<file path="config.mk">
export PLATFORM = sky130hd
export DESIGN_NAME = imem_loader
export DESIGN_NICKNAME = d
export VERILOG_FILES = /design/src/rtl/imem_loader_pkg.sv /design/src/rtl/imem_loader_word_packer.sv /design/src/rtl/imem_loader.sv
export SDC_FILE = /design/constraint.sdc
export NUM_CORES = 1
export LEC_CHECK = 0
export ABC_AREA = 1
export CAP_MARGIN = 10
export CORE_MARGIN = 2
export CORE_UTILIZATION = 56
export CTS_CLUSTER_SIZE = 10
export DETAILED_ROUTE_END_ITERATION = 16
export HOLD_SLACK_MARGIN = 0.15
export PLACE_DENSITY = 0.95
export SLEW_MARGIN = 25
export SYNTH_ARGS = -nofsm -noshare
export SYNTH_HDL_FRONTEND = slang
export SYNTH_SLANG_ARGS = --single-unit
</file>
<file path="constraint.sdc">
create_clock -name clk -period 4.43 [get_ports clk]
set_input_delay 0.886 -clock clk [delete_from_list [all_inputs] [get_ports clk]]
set_output_delay 0.886 -clock clk [all_outputs]
set_load 0.005 [all_outputs]
</file>
<file path="src/rtl/imem_loader_pkg.sv">
// rtl/imem_loader_pkg.sv - shared instruction-memory sizes and loader state encodings
// Purpose: constants shared by the instruction memory and its loader.
// Ports:   none (package).
package imem_loader_pkg;

   localparam int IM_ADDR_W = 5;
   localparam int IM_DEPTH  = 32;

   typedef enum logic [2:0] {
      S_IDLE  = 3'd0,
      S_LEN   = 3'd1,
      S_BYTES = 3'd2,
      S_WRITE = 3'd3,
      S_DONE  = 3'd4,
      S_ERR   = 3'd5
   } state_t;

endpackage

</file>
<file path="src/rtl/imem_loader_word_packer.sv">
// rtl/imem_loader_word_packer.sv - assembles four stream bytes into a little-endian word
// Purpose: holds the byte lane index and the 32-bit lane register for the loader.
// Ports:
//   clk, reset  clock and asynchronous active-high reset
//   clear       restart lane indexing at byte 0 (start of a program)
//   strobe      byte_data is accepted this cycle
//   byte_data   stream byte to place in the current lane
//   word        assembled word (first byte in bits 7:0)
//   word_full   the byte being accepted completes the word
module word_packer
   import imem_loader_pkg::*;
(
   input  logic        clk,
   input  logic        reset,
   input  logic        clear,
   input  logic        strobe,
   input  logic [7:0]  byte_data,
   output logic [31:0] word,
   output logic        word_full
);

   logic [1:0] byte_idx;

   // Combinational so the loader can enter its write state on the same edge
   // that stores the fourth byte.
   assign word_full = strobe && (byte_idx == 2'd3);

   always_ff @(posedge clk or posedge reset) begin
      if (reset) begin
         byte_idx <= 2'd0;
         word     <= 32'd0;
      end else if (clear) begin
         byte_idx <= 2'd0;
      end else if (strobe) begin
         word[{byte_idx, 3'b000} +: 8] <= byte_data;
         byte_idx                      <= byte_idx + 2'd1;
      end
   end

endmodule

</file>
<file path="src/rtl/imem_loader.sv">
// rtl/imem_loader.sv - byte-stream writer for the instruction memory
// Purpose: receives a length byte then program bytes, writes words from address 0
//          upwards and stalls the core for the duration of the load.
// Ports:
//   clk, reset       clock and asynchronous active-high reset
//   start            request a load (taken in IDLE, DONE or ERR)
//   in_valid/in_ready/in_data   byte stream handshake
//   mem_we/mem_addr/mem_wdata   instruction memory write port
//   cpu_hold         core stall while loading
//   done             one-cycle pulse after the last word is written
//   error            held while a bad length byte is pending recovery
module imem_loader
   import imem_loader_pkg::*;
#(
   parameter int ADDR_W = IM_ADDR_W,
   parameter int DEPTH  = IM_DEPTH
) (
   input  logic              clk,
   input  logic              reset,
   input  logic              start,
   input  logic              in_valid,
   input  logic [7:0]        in_data,
   output logic              in_ready,
   output logic              mem_we,
   output logic [ADDR_W-1:0] mem_addr,
   output logic [31:0]       mem_wdata,
   output logic              cpu_hold,
   output logic              done,
   output logic              error
);

   localparam logic [7:0] DEPTH_B = 8'(DEPTH);

   state_t          state;
   logic [ADDR_W-1:0] addr;
   logic [ADDR_W:0]   len;
   logic            len_xfer;
   logic            byte_xfer;
   logic            word_full;
   logic            len_bad;

   assign len_xfer  = (state == S_LEN)   && in_valid;
   assign byte_xfer = (state == S_BYTES) && in_valid;
   assign len_bad   = (in_data == 8'd0) || (in_data > DEPTH_B);
   assign mem_addr  = addr;

   word_packer u_packer (
      .clk       (clk),
      .reset     (reset),
      .clear     (len_xfer),
      .strobe    (byte_xfer),
      .byte_data (in_data),
      .word      (mem_wdata),
      .word_full (word_full)
   );

   // Outputs are loaded alongside each state transition so they always
   // reflect the state being entered.
   always_ff @(posedge clk or posedge reset) begin
      if (reset) begin
         state    <= S_IDLE;
         addr     <= '0;
         len      <= '0;
         in_ready <= 1'b0;
         mem_we   <= 1'b0;
         cpu_hold <= 1'b0;
         done     <= 1'b0;
         error    <= 1'b0;
      end else begin
         mem_we <= 1'b0;
         done   <= 1'b0;
         case (state)
            S_IDLE: begin
               if (start) begin
                  state    <= S_LEN;
                  in_ready <= 1'b1;
                  cpu_hold <= 1'b1;
               end
            end
            S_LEN: begin
               if (in_valid) begin
                  len <= in_data[ADDR_W:0];
                  if (len_bad) begin
                     state    <= S_ERR;
                     in_ready <= 1'b0;
                     error    <= 1'b1;
                  end else begin
                     state <= S_BYTES;
                     addr  <= '0;
                  end
               end
            end
            S_BYTES: begin
               if (word_full) begin
                  state    <= S_WRITE;
                  in_ready <= 1'b0;
                  mem_we   <= 1'b1;
               end
            end
            S_WRITE: begin
               if ({1'b0, addr} == len - 1'b1) begin
                  state <= S_DONE;
                  done  <= 1'b1;
               end else begin
                  state    <= S_BYTES;
                  addr     <= addr + 1'b1;
                  in_ready <= 1'b1;
               end
            end
            S_DONE: begin
               if (start) begin
                  state    <= S_LEN;
                  in_ready <= 1'b1;
               end else begin
                  state    <= S_IDLE;
                  cpu_hold <= 1'b0;
               end
            end
            S_ERR: begin
               if (start) begin
                  state    <= S_LEN;
                  in_ready <= 1'b1;
                  error    <= 1'b0;
               end
            end
            default: begin
               state    <= S_IDLE;
               in_ready <= 1'b0;
               cpu_hold <= 1'b0;
               error    <= 1'b0;
            end
         endcase
      end
   end

endmodule
</file>
After elaboration in Yosys (flattened, before gate mapping)
Index checks and enable logic that the tools add are counted.
{ "word_totals": {"latchBits": 0, "ram_bits": 0, "ff_bits": 53, "wordCells": 86, "input_bits": 12, "mem_count": 0, "rom_bits": 0, "out_inout_bits": 42} }
{ "op_classes": {"mul": 0, "bitwise": 3, "magnitude_cmp": 1, "n_reduce_logical": 19, "addsub": 4, "mux": 30, "shift": 2, "eq_ne": 17, "div": 0} }
{ "ops": {"columns": ["cell", "count"], "rows": [
  ["bitwise mux 32 bit", 1],
  ["variable shift 8 x 7 -> 32 bit, first input constant", 1],
  ["variable part select 8 x 7 -> 32 bit", 1],
  ["2-to-1 mux 3 bit", 5],
  ["2-to-1 mux 5 bit", 3],
  ["one-hot mux 3 bit (5 select lines)", 1],
  ["2-to-1 mux 1 bit", 14],
  ["inequality test 2 bit, second input constant", 7],
  ["one-hot mux 5 bit (2 select lines)", 1],
  ["greater-than comparator 8 x 6 -> 1 bit, second input constant", 1],
  ["zero test 8 bit", 1],
  ["AND reduction 4 bit", 2],
  ["OR reduction 4 bit", 2],
  ["negator 5 -> 7 bit", 1],
  ["equality test 3 x 2 -> 1 bit, second input constant", 2],
  ["equality test 3 bit, second input constant", 2],
  ["equality test 5 x 6 -> 1 bit", 1],
  ["inequality test 2 x 1 -> 1 bit, second input constant", 3],
  ["one-hot mux 1 bit (3 select lines)", 2],
  ["AND reduction 3 bit", 2],
  ["subtractor 6 x 1 -> 6 bit, second input constant", 1],
  ["adder 5 x 1 -> 5 bit, second input constant", 1],
  ["AND reduction 5 bit", 1],
  ["2-to-1 mux 2 bit", 2],
  ["12 further kinds", 18]
]} }

Depth between registers and ports, before layout
{ "logic_depth": {"depth_word": 5, "depth_mapped": 14, "mapped_depth_nobuf": 14} }

Modules after synthesis
Synthesis repeated with hierarchy kept, for this count alone.
{ "hier_totals": {"cells_unflattened": 381, "hier_area_um2": 2975.4} }
{ "modules_own_cells": {"columns": ["mod", "seq_area_each_um2", "area_per_inst_um2", "cells_each", "instances"], "rows": [
  ["word_packer", 850.8, 1664.1, 188, 1],
  ["imem_loader", 475.5, 1311.3, 193, 1]
]} }

Least setup slack after synthesis
No wires, ideal clock.
{ "synth_timing": {"path_type": "in2reg", "start": "input port in_data[3]", "end": "register addr[0] (netlist: mem_addr[0])", "path_buffers": 0, "slack_ns": 2.613, "required_time_ns": 4.313, "setup_ns": 0.117, "path_stages": 10, "arrival_time_ns": 1.699, "cell_sequence": "nor2_1 > inv_1 > nor2_1 > nand2_1 > nand2_1 > nand3_2 > a21oi_4 > nand2_2 > nand2_1 > nand2_1"} }
{ "synth_via": {"elab_chain_len": 4, "word_cells_on_any_way": 5, "classes_between": "order compare (1); eq/ne (1); reduce/logical (3)"} }
{ "synth_rtl": {"columns": ["item", "line", "rtl"], "rows": [
  ["start, declared", "imem_loader.sv:22", "input logic [7:0] in_data,"],
  ["greater-than comparator 8 x 6 -> 1 bit or zero test 8 bit (tied branches)", "imem_loader.sv:44", "assign len_bad = (in_data == 8'd0) || (in_data > DEPTH_B);"],
  ["logical OR 1 bit *", "imem_loader.sv:44", null],
  ["inequality test 2 bit (no line) *", null, null],
  ["AND reduction 4 bit (no line) *", null, null],
  ["end signal, assigned", "imem_loader.sv:106", "addr <= addr + 1'b1;"],
  ["end, declared", "imem_loader.sv:35", "logic [ADDR_W-1:0] addr;"]
]} }
Every way passes the cells marked *; elsewhere a longest branch is shown, timed or not.
A chain may end at the register's enable or synchronous reset.

Worst setup path after layout
{ "layout_timing": {"start": "register u_packer.byte_idx[0]", "end": "register u_packer.word[22]"} }
{ "layout_via": {"elab_chain_len": 3, "word_cells_on_any_way": 4, "classes_between": "add/sub (1); shift (2); mux (1)"} }
{ "layout_rtl": {"columns": ["item", "line", "rtl"], "rows": [
  ["start, declared", "imem_loader_word_packer.sv:22", "logic [1:0] byte_idx;"],
  ["start signal, assigned", "imem_loader_word_packer.sv:36", "byte_idx <= byte_idx + 2'd1;"],
  ["negator 5 -> 7 bit *", "imem_loader_word_packer.sv:35", "word[{byte_idx, 3'b000} +: 8] <= byte_data;"],
  ["variable part select 8 x 7 -> 32 bit or variable shift 8 x 7 -> 32 bit (tied branches)", "imem_loader_word_packer.sv:35", null],
  ["bitwise mux 32 bit *", "imem_loader_word_packer.sv:35", null],
  ["end signal, assigned by index", "imem_loader_word_packer.sv:35", null],
  ["end, declared", "imem_loader_word_packer.sv:18", "output logic [31:0] word,"]
]} }
Marks and branches as above.

==> metrics.yaml <==
clock_latency_ns: 0.31
die_area_um2: 5735
htreeDepth: 2
final_antenna_net_count: 0
start_util: 0.5715
fin_skew_ns: 0.002833
area_growth_pct: 23.10
path_clk_slew_ns: 0.09
drc: 0
track_usage: 0.2499
fin_nets: 438
synth_nets: 385
outcome: "completed"
crit_buf_inv: 2
required_ns: 4.67
antenna_found_initial: 0
crit_family: "simple AND/OR/NAND/NOR gates"
hp-class: "flip-flop to flip-flop"
layout_common_cells: "nand2_1, dfrtp_1, clkdlybuf4s50_1, nand3_1, inv_1"
path_cells: "inv_1 -> ha_1 -> inv_1 -> nor3_1 -> nand3_1 -> nand2_1"
worst_slack_ns: 2.115
cts_resized: 0
rows: 26
p_leak_nw: 1.847
cp_slowest_stage_delay_ns: 0.66
dieHeight_um: 75.73
post_drt_wl_per_cell_um: 13.27
ys_seq_area_frac: 0.4603
io_buffers: 53
die_x_um: 75.73
post-route-period-util: 0.5225
dr.pass1.iters: 5
min_period_ns: 2.315
grt_pass1_vias: 2511
mostFrequentLayoutCell: "nand2_1"
overflow: 0
drtIter0Drc: 160
setup_viol: 0
vdd_drop_max_v: 0.0002796
cts_buffers: 5
fillCellCount: 398
root_buffer: "clkbuf_8"
yosys_warnings: 0
cts.sinks: 53
max_slew_margin: 0.4321
crit_arrival_ns: 2.56
drt_wl_total_um: 6502
ioPinCount: 54
vias: 2589
post-place-ws_ns: 1.883
syn_avg_cell_area_um2: 7.873
worst_pin_slew_ns: 0.8453
cts_setup_buffers: 0
synth.distinct_cells: 31
ys_ff_latch: 53
powerDensity_nw_per_um2: 524.0
hold_viol_final: 0
path_class: "flip-flop to flip-flop"
syn_inst: 366
cts_tree: "done"
rsz0062_at_grt: "false"
gp_congestion: 0.8460
grt_pass1_wl_um: 11000
hpwlAfterDp_um: 4852
timing.max_cap.violations: 0
setup_tns_ns: 0
crit_path_frequent_cell: "inv_1"
via_per_inst: 5.284
critPathCaptureType: "flip-flop"
grt_max_degree: 54
cp_slowest_cell: "nor3_1"
drv_slew: 0
drive_gt1_frac: 0.06905
start_kind: "flip-flop"
hold_buffers: 0
crit_fanout: 11
hold_slack_ns: 0.4949
final_core_util: 0.7035
antenna_cells: 0
power_mw: 1.859
reg2reg_setup_slack_ns: 2.12
core_area_um2: 5042
syn_area_um2: 2882
fmax_ghz: 0.4321
clockBufferDepth: 2
-- worst paths after layout --
path / from / endpoint / cells after the start
max: u_packer.byte_idx[0] / u_packer.word[22] / 6
min: in_ready / in_ready / 2
max reg2reg: u_packer.byte_idx[0] / u_packer.word[22] / 6
min reg2reg: in_ready / in_ready / 2
max in group asynchronous: reset / u_packer.word[26] / 2
min in group asynchronous: reset / mem_addr[4] / 2
-- metal layers --
layer,up-vias,global-route usage,part of all wire
met5,-,0,0
li1,1267,-,-
met1,1228,0.3120,0.43
met4,0,0.08967,0.021
met2,76,0.4319,0.50
met3,18,0.04894,0.050
-- sequential cells by signal, summed over array words and instances (netlist names), 2 cells and up --
register           count
mem_addr               5
state                  3
len                    6
u_packer.byte_idx      2
u_packer.word         32
-- kinds of logic after synthesis --
| family | count (synthesis) | share of synthesized area |
|---|---|---|
| adders and majority gates | 7 | 0.03039 |
| AOI/OAI and AO/OA | 50 | 0.09510 |
| and+or+nand+nor | 195 | 0.3122 |
| DFF | 53 | 0.4603 |
| xor gates and xnor gates | 4 | 0.01216 |
| buffers and inverters | 57 | 0.08988 |
-- final cells by class --
type	count	area (um^2)	area share
well taps	70	87.58	0.02469
clock buffers	7	86.33	0.02434
clock inverters	1	30.03	0.008466
multi-input cells	256	1296	0.3654
flip-flops and latches	53	1326	0.3739
inverters	50	190.2	0.05362
repair buffers	53	530.5	0.1496
-- synth_stat cells --
cell type / number / area (um^2)
nand2_1: 111 / 416.7
dfrtp_1: 53 / 1326
inv_1: 44 / 165.2
nand3_1: 44 / 220.2
o21ai_0: 31 / 155.2
nor2_1: 21 / 78.83
o21ai_1: 10 / 50.05
ha_1: 7 / 87.58
inv_2: 6 / 22.52
a21oi_1: 4 / 20.02
nor3_1: 4 / 20.02
nor2_4: 3 / 33.78
nor2_8: 3 / 60.06
buf_2: 2 / 10.01
buf_6: 2 / 22.52
nand3_2: 2 / 20.02
nand4_1: 2 / 12.51
nor2_2: 2 / 12.51
xnor2_1: 2 / 17.52
xor2_1: 2 / 17.52
a21oi_4: 1 / 16.27
a31oi_1: 1 / 6.260
buf_12: 1 / 20.02
buf_8: 1 / 15.01
clkbuf_1: 1 / 3.750
nand2_2: 1 / 6.260
nand2_4: 1 / 11.26
nor3b_1: 1 / 7.510
o21ai_2: 1 / 8.760
o221a_2: 1 / 11.26
o22ai_1: 1 / 6.260
-- worst min-delay path: stages, from the launching register on --
cell and delay (ns):
dfrtp_1 0.36, nand2_1 0.05, nand2_1 0.05
-- where the power goes --
part           internal, mW  switching (mW)  leakage, nW  total, mW
Combinational         0.317           0.515         1.08      0.832
Sequential            0.593          0.0929        0.710      0.686
Clock                 0.184           0.156       0.0585      0.340
-- metrics by stage --
stage          std cells  area (um^2)
3_3_place_gp         482         3428
6_report             490         3547
4_1_cts              490         3547
5_1_grt              490         3547
3_5_place_dp         482         3431
2_1_floorplan        366         2882
(Power assumes the default switching activity.)
